==> config.mk <==
export PLATFORM = sky130hd
export DESIGN_NAME = msg_buffer
export DESIGN_NICKNAME = d
export VERILOG_FILES = /design/src/rtl/msg_buffer.sv
export SDC_FILE = /design/constraint.sdc
export NUM_CORES = 1
export LEC_CHECK = 0
export CORE_MARGIN = 2
export CORE_UTILIZATION = 45
export DETAILED_ROUTE_END_ITERATION = 12
export GPL_ROUTABILITY_DRIVEN = 1
export PLACE_DENSITY_LB_ADDON = 0.15
export SLEW_MARGIN = 25
export SYNTH_ARGS = -nofsm -noshare
export SYNTH_HDL_FRONTEND = slang
export SYNTH_SLANG_ARGS = --single-unit
==> constraint.sdc <==
create_clock -name clk -period 3.6 [get_ports clk]
set_input_delay 1.08 -clock clk [delete_from_list [all_inputs] [get_ports clk]]
set_output_delay 1.08 -clock clk [all_outputs]
set_load 0.1 [all_outputs]
==> src/rtl/msg_buffer.sv <==
// msg_buffer: double-banked message buffer, UART bytes in and scroller chars out; define MSG_UPCASE_EN to store a-z as A-Z
module msg_buffer #(
  parameter int         DEPTH    = 32,
  parameter logic [7:0] PAD_CHAR = 8'h20
) (
  input  logic                     clk,
  input  logic                     rst_n,
  input  logic                     wr_valid,
  input  logic [7:0]               wr_data,
  output logic                     wr_ready,
  input  logic                     rd_req,
  output logic                     rd_valid,
  output logic [7:0]               rd_char,
  output logic [$clog2(DEPTH):0]   msg_len,
  output logic                     swap_pend
);
  localparam int AW = $clog2(DEPTH);
  localparam int LW = AW + 1;
  typedef enum logic {FILL, HOLD} wr_state_t;
  typedef enum logic {CHAR, EOL} rd_state_t;
  logic [7:0] mem [2][DEPTH];
  logic sel;
  logic [AW-1:0] wr_ptr, rd_ptr;
  logic [LW-1:0] shadow_len;
  wr_state_t wr_st;
  rd_state_t rd_st;
  logic [7:0] wbyte;
  logic acc, is_lf, is_cr, store, term, wrap, swap;
`ifdef MSG_UPCASE_EN
  assign wbyte = (wr_data >= 8'h61 && wr_data <= 8'h7A) ? wr_data - 8'h20 : wr_data;
`else
  assign wbyte = wr_data;
`endif
  assign acc   = wr_valid && wr_ready && wr_st == FILL;
  assign is_lf = wr_data == 8'h0A;
  assign is_cr = wr_data == 8'h0D;
  assign store = acc && !is_lf && !is_cr;
  assign term  = (acc && is_lf && wr_ptr != '0) || (store && wr_ptr == AW'(DEPTH - 1));
  assign wrap  = rd_req && (msg_len == '0 || rd_st == EOL);
  assign swap  = wrap && swap_pend;
  // shadow bank write; banks are never reset
  always_ff @(posedge clk)
    if (store) mem[~sel][wr_ptr] <= wbyte;
  // write FSM: fill the shadow bank until a newline or a full bank, then hold until the swap
  always_ff @(posedge clk or negedge rst_n)
    if (!rst_n) begin
      wr_st      <= FILL;
      wr_ready   <= 1'b0;
      wr_ptr     <= '0;
      shadow_len <= '0;
      swap_pend  <= 1'b0;
    end else if (swap) begin
      wr_st     <= FILL;
      wr_ready  <= 1'b1;
      wr_ptr    <= '0;
      swap_pend <= 1'b0;
    end else begin
      if (store) wr_ptr <= wr_ptr + AW'(1);
      if (term) begin
        wr_st      <= HOLD;
        wr_ready   <= 1'b0;
        swap_pend  <= 1'b1;
        shadow_len <= store ? LW'(DEPTH) : {1'b0, wr_ptr};
      end else wr_ready <= wr_st == FILL;
    end
  // read FSM: answer each request next cycle, newline after the last char, swap banks at the wrap
  always_ff @(posedge clk or negedge rst_n)
    if (!rst_n) begin
      rd_st    <= CHAR;
      rd_ptr   <= '0;
      rd_valid <= 1'b0;
      rd_char  <= PAD_CHAR;
      msg_len  <= '0;
      sel      <= 1'b0;
    end else begin
      rd_valid <= rd_req;
      if (swap) begin
        sel     <= ~sel;
        msg_len <= shadow_len;
      end
      if (rd_req) begin
        if (msg_len == '0) rd_char <= PAD_CHAR;
        else if (rd_st == EOL) begin
          rd_char <= 8'h0A;
          rd_ptr  <= '0;
          rd_st   <= CHAR;
        end else begin
          rd_char <= mem[sel][rd_ptr];
          rd_ptr  <= rd_ptr + AW'(1);
          if ({1'b0, rd_ptr} == msg_len - LW'(1)) rd_st <= EOL;
        end
      end
    end
endmodule

==> impl_results.md, run 1 <==
- Max_cap viols: 0
- Post-synth top area cell: edfxtp_1
- Register area: roughly 16000 um^2
- Avg Synthesized Cell Area: approximately 20 um^2
- Worst setup SP type: input port
- Max-slew headroom: ~35%
- Post-DRT Antenna Nets: 0
- DIE HEIGHT: about 220 um
- Synth cell types: 57
- Row cnt: 80
- Min setup slack post-route: approximately 640 ps
- Slew of the pin with the lowest slew margin: between 900 and 1000 ps
- Max clock buf depth: 3
- Routed WL: ~53 mm
- Critical Path, Cell by Cell: buf_2 -> nor3b_2 -> o211ai_1 -> and2_1 -> buf_4 -> nand3b_1 -> buf_4 -> nor2_1 -> buf_4
- Multi-input gate area: ~5100 um^2
- CTS tree: built
- Fin. Hold Viols: 0
- Final setup viols: 0
- Outcome: finished clean
- Setup bufs post-CTS: 0
- Fin crit share: 82.26%
- Via count: approximately 11000
- Gp weighted congestion: between 0.8 and 0.9
- Crit Path Class: in -> reg
- Post-synth top cells: edfxtp_1, mux4_2, nor2_1
- Initial core utilization: between 40% and 50%
- DRC: 0
- Drt via density: around 5.8
- Largest net degree at the start of global routing: 65
- Hpwl dp: 33.44 mm
- Critical Path Sink Type: flop
- H-tree depth reported by CTS: 2
- Worst hold slack: 500.6 ps
- Post-synth top flop: edfxtp_1
- #FFs+latches synth: 547
- Total track usage: ~22%
- Die width: approximately 220 um
- Post-synth EDFFs: 512
- Post-CTS Resized: 0
- Yosys warns: 0
- Synthesized instance count: 1122
- Clock latency on the worst-skew pair: 610 ps
- Worst Path Arrival: approximately 3300 ps
- Vias in the first global route: between 10000 and 15000
- Slowest cell on the critical path: nor3b_2
- Gr ovfl total: 0
- Ranking of synthesized cells by area: edfxtp_1, mux4_2, dfrtp_1, mux2i_1, mux4_1
- Antenna cells: 0
- Period minus WS final: between 2000 and 3000 ps
- RSZ-0062 raised after global routing: no
- IO Count: 29
- Root Buffer: clkbuf_16
- Crit path max fanout: 8
- Hold-fix buffers, CTS: 0
- Seq/Total Area, Yosys: about 74%
- First DRT Iteration DRCs: 965
- Die area: 50290 um^2
- Average wire per standard cell: roughly 28 um
- Count leader, synth: edfxtp_1
- Core Box Area: between 40000 and 50000 um^2
- Clock Pin Slew Worst Setup and Hold Paths: ~60 ps
- Critical Path RT: roughly 3900 ps
- Initial antenna violation count: 1
- Mapped Nets: between 1000 and 1500
- Most frequent CP cell: buf_4
- Global-route wire length before repair: 78.20 mm
- Pwr dens: between 700 and 800 nW/um^2
- Inserted Clock Buffers: 55
- Max incr delay on CP: a little under 600 ps
- Sink Count: 547
- Fill cells: 3767
- TritonRoute pass-1 iters: 7
- Hold WC Path Type: reg -> reg
- Worst VDD drop: between 300 and 400 uV
- Slew Limit Fails: 0
- Dpl ws: 84.31 ps
- Fraction of layout cells with a size suffix above 1: between 20 and 30%
- Post-synth top area share: a little over two thirds
- Post-synth ARST share: under 10%
- Port Buffers: 28
- Nets: between 1000 and 1500
- Worst Skew: between 20 and 25 ps
- Area Growth Syn to Fin: 15.56%
- F_max: 337.7 MHz
- Syn Std Cell Area: roughly 22000 um^2
- Pleak: 8.337 nW
report_power, final:
| group | internal, mW | leakage [nW] | total [mW] | switching, mW |
|---|---|---|---|---|
| Sequential | 7.21 | 5.02 | 7.51 | 0.291 |
| Clock | 3.40 | 0.886 | 5.75 | 2.35 |
| Combinational | 1.70 | 2.43 | 4.57 | 2.86 |
metal layers:
layer	vias up	wire, um	track usage [%]
li1	4866	-	-
met1	5916	24370	32.36
met2	325	24750	33.47
met3	70	2695	3.331
met4	0	1315	5.811
met5	-	0	0
metrics by stage:
stage | instance area, um^2 | cells | setup TNS [ps] | utilization (%) | power, mW
2_1_floorplan | 21830 | 1122 | 0 | - | 10.64
3_3_place_gp | 23400 | 1826 | -129520 | 48.92 | 12.21
3_5_place_dp | 23410 | 1826 | 0 | 48.93 | 12.23
4_1_cts | 25230 | 1928 | 0 | 52.72 | 17.95
5_1_grt | 25230 | 1928 | 0 | 52.72 | 18.46
6_report | 25230 | 1928 | 0 | 52.72 | 17.83
cell usage in the layout, fill, tap and decap left out, types with 9 or more instances in the layout:
| cell | count |
|---|---|
| nor2_1 | 76 |
| mux4_2 | 91 |
| inv_1 | 14 |
| mux2_2 | 16 |
| clkbuf_1 | 14 |
| o22ai_1 | 16 |
| nand2b_1 | 9 |
| edfxtp_1 | 512 |
| buf_4 | 135 |
| dfrtp_1 | 30 |
| clkinv_2 | 9 |
| nand2_1 | 28 |
| nand3_1 | 23 |
| nor3_1 | 16 |
| buf_2 | 9 |
| clkinv_1 | 9 |
| mux4_1 | 13 |
| mux2i_1 | 64 |
| o221ai_1 | 12 |
| o21ai_0 | 17 |
| clkbuf_16 | 57 |
kinds of logic after synthesis:
| group | after synthesis | share of synthesized area (%) |
|---|---|---|
| AOI/OAI and AO/OA | 108 | 3.714 |
| xor gates and xnor gates | 11 | 0.4413 |
| adders and majority gates | 7 | 0.4012 |
| buffers and inverters | 76 | 2.109 |
| DFF | 547 | 74.45 |
| muxes | 186 | 14.85 |
| and+or+nand+nor | 187 | 4.035 |
critical path, delay by kind of cell:
family / cells / cell delay, ps
buf+inv: 4 / 760
simple gates: 4 / 1130
compound gates: 1 / 320
final cells by class:
cell class | count | share of cell area [%]
clock inverter | 27 | 1.121
tap | 615 | 3.050
sequential | 547 | 64.46
multi-input combinational | 499 | 20.40
inverter | 14 | 0.2083
clock buffer | 75 | 6.081
timing repair buffer | 151 | 4.672
sequential cells by signal, summed over array words and instances (netlist names):
register    count
mem           512
msg_len         6
rd_char         8
rd_ptr          5
rd_st           1
rd_valid        1
sel             1
shadow_len      6
wr_ptr          5
wr_ready        1
wr_st           1
path summary, 6_finish.rpt:
path / from / to / slack [ps] / cells past startpoint
max in group asynchronous: rst_n / sel$_DFFE_PN0P_ / 2430 / 1
worst min register to register: shadow_len[3]$_DFFE_PN0P_ / shadow_len[3]$_DFFE_PN0P_ / 500 / 2
worst max register to register: sel$_DFFE_PN0P_ / rd_char[7]$_DFFE_PN0P_ / 800 / 5
worst min-delay path: shadow_len[3]$_DFFE_PN0P_ / shadow_len[3]$_DFFE_PN0P_ / 500 / 2
worst max-delay path: wr_data[6] / mem[1][104]$_DFFE_PP_ / 640 / 9
min in group asynchronous: rst_n / rd_char[1]$_DFFE_PN0P_ / 580 / 1
No activity file was read; power rests on OpenSTA's default activity.
==> run 2: changes to the inputs <==
clock period = 2.7 ns   (was 3.6 ns; I/O delays follow)
==> run 2 against run 1 <==
Against the previous run: clock power up 25%; utilization up 0.29 points; critical path depth down 1; critical endpoint is now rd_char[1]$_DFFE_PN0P_; highest routed layer unchanged.
==> impl_results.md, run 2 (same netlist as run 1, synthesis figures left out) <==
- Crit path max fanout: 14 (+6)
- Dpl ws: -1018 ps (-1102 ps)
- Nets: 1274 (-1.0%)
- Routed WL: 52.91 mm (-0.43%)
- Hold WC Path Type: in -> async
- Via count: 11090 (-0.74%)
- Worst R2R End: rd_char[1]$_DFFE_PN0P_
- Total track usage: 21.51% (-0.11 points)
- Gr ovfl total: 0 (unchanged)
- Min setup slack post-route: 60.74 ps (-578.1 ps)
- Largest net degree at the start of global routing: 65 (unchanged)
- Most frequent CP cell: buf_4
- Global-route wire length before repair: 77.14 mm (-1.4%)
- Fin. Hold Viols: 0 (unchanged)
- Fraction of layout cells with a size suffix above 1: 30.89% (+3.8 points)
- F_max: roughly 380 MHz
- TritonRoute pass-1 iters: 5 (-2)
- Post-Route Utilization: 53.01% (+0.29 points)
- Die area: 50290 um^2 (unchanged)
- Clock latency on the worst-skew pair: 590 ps (-20 ps)
- Port Buffers: 28 (unchanged)
- Outcome: finished clean
- Worst VDD drop: 492.6 uV (+45%)
- Slew of the pin with the lowest slew margin: 996.2 ps (+28.58 ps)
- Worst Path Arrival: 3090 ps (-220 ps)
- Max_cap viols: 0 (unchanged)
- Initial core utilization: 45.62% (unchanged)
- Area Growth Syn to Fin: 16.19%
- DRC: 0 (unchanged)
- Inserted Clock Buffers: 53 (-3.6%)
- Drt via density: 5.808 (+0.19%)
- H-tree depth reported by CTS: 2 (unchanged)
- Gp weighted congestion: 0.8342 (+2.2%)
- IO Count: 29 (unchanged)
- Post-DRT Antenna Nets: 0 (unchanged)
- Row cnt: 80 (unchanged)
- CTS tree: built
- Area after DPL: 23410 um^2 (about the same)
- Critical Path Sink Type: flop
- Root Buffer: clkbuf_16
- Pleak: 8.239 nW (-1.2%)
- Sink Count: 547 (unchanged)
- Core Box Area: 47850 um^2 (unchanged)
- Max reg flops: 512 (unchanged)
- R2R cell count: 8 (+3)
- Reg with most FFs: mem
- Critical Path RT: 3150 ps (-790 ps)
- Fin crit share: about 98%
- Post-route insts no fill: 1910 (-0.93%)
- Fill cells: 3761 (-0.16%)
- First DRT Iteration DRCs: 1179 (+22%)
- Period minus WS final: 2639 ps
- Max-slew headroom: 33.34% (-2.1 points)
- Reg2reg start: sel$_DFFE_PN0P_
- Vias in the first global route: 11250 (-0.72%)
- Slowest cell on the critical path: mux4_1
- RSZ-0062 raised after global routing: no
- Hold-fix buffers, CTS: 0 (unchanged)
- Design area: 25360 um^2 (+0.55%)
- Cell count after placement: 1798 (-1.5%)
- Die width: 224.3 um (unchanged)
- Critical Path, Cell by Cell: buf_12 -> buf_4 -> buf_4 -> mux4_1 -> mux2i_1 -> nor2_1 -> o22ai_1 -> a221oi_1
- Worst Skew: 21.90 ps (-0.08230 ps)
- Antenna cells: 0 (unchanged)
- Setup TNS: 0 ps (unchanged)
- Clock Pin Slew Worst Setup and Hold Paths: 60 ps (about the same)
- Hpwl dp: 33.81 mm (+1.1%)
- Setup crit start: sel$_DFFE_PN0P_
- Commonest cells after routing, fill and taps aside: edfxtp_1, buf_4, mux4_2
- Max incr delay on CP: 580 ps (about the same)
- Slew Limit Fails: 0 (unchanged)
- Worst setup SP type: flop
- Pwr dens: 942.8 nW/um^2 (+33%)
- Worst R2R Setup Slack: 60 ps (-740 ps)
- Average wire per standard cell: 27.70 um (+0.51%)
- Most common cell after layout, fill and taps aside: edfxtp_1
- Initial antenna violation count: 0 (-1)
- Crit Path Class: reg -> reg
- Largest regs: mem: 512 flops, rd_char: 8 flops
- Final setup viols: 0 (unchanged)
- DIE HEIGHT: 224.3 um (unchanged)
- Max clock buf depth: 3 (unchanged)
-- run 2: changes by cell type in the layout (fill, tap and decap cells not counted), moves of 5 or more --
cell,change
buf_12,+13
buf_4,-24
clkbuf_1,-5
nor2_1,-51
nor2_2,+48
nor3_1,-5
-- run 2: cell type report --
| cell class | count | area (um^2) | share of cell area (%) |
|---|---|---|---|
| Sequential cell | 547 | 16260 | 64.12 |
| Multi-Input combinational cell | 499 | 5360 | 21.13 |
| Clock buffer | 63 | 1374 | 5.416 |
| Timing Repair Buffer | 140 | 1259 | 4.963 |
| Tap cell | 615 | 769.5 | 3.034 |
| Clock inverter | 32 | 286.5 | 1.130 |
| Inverter | 14 | 52.55 | 0.2072 |
-- run 2: metal layers --
metal	up-vias	routed length (um)	GRT usage, %
li1	4847	-	-
met1	5810	22970	30.32
met2	354	24540	33.58
met3	83	4187	5.970
met4	0	1202	5.213
met5	-	0	0
-- run 2: stage by stage --
| step | hold WS [ps] | power (mW) |
|---|---|---|
| final | 316.4 | 23.91 |
| after CTS | 309.6 | 23.98 |
| after floorplan | 449.5 | 14.21 |
| after global routing | 352.0 | 24.79 |
| after global placement | 472.3 | 16.62 |
| after detailed placement | 475.7 | 16.66 |
-- run 2: timing repair --
| item | CTS | global route |
|---|---|---|
| gates resized for setup | 40 | 10 |
| cloned | 0 | 0 |
| pin swaps | 0 | 1 |
| setup endpoints to repair | 244 | 402 |
| buffers inserted | 7 | 10 |
-- run 2: how the worst max path moves through the flow --
stage / endpoint / cells after the start
floorplan: mem[1][100]$_DFFE_PP_ / 4
global placement: mem[0][102]$_DFFE_PP_ / 7
detailed placement: mem[0][165]$_DFFE_PP_ / 7
CTS: mem[0][11]$_DFFE_PP_ / 8
global route: mem[1][206]$_DFFE_PP_ / 7
finish: rd_char[1]$_DFFE_PN0P_ / 8
-- run 2: worst max-delay path: cells and delay by family (launching register included) --
| family | cells | cell delay, ps |
|---|---|---|
| AND/OR/NAND/NOR | 1 | 130 |
| multiplexers | 2 | 800 |
| buffers and inverters | 3 | 490 |
| flip-flops | 1 | 560 |
| AO/OA/AOI/OAI | 2 | 480 |
-- run 2: where the power goes --
part	switching (mW)	internal [mW]
Combinational	4.13	2.67
Clock	3.10	4.09
Sequential	0.311	9.62
Total	7.53	16.4
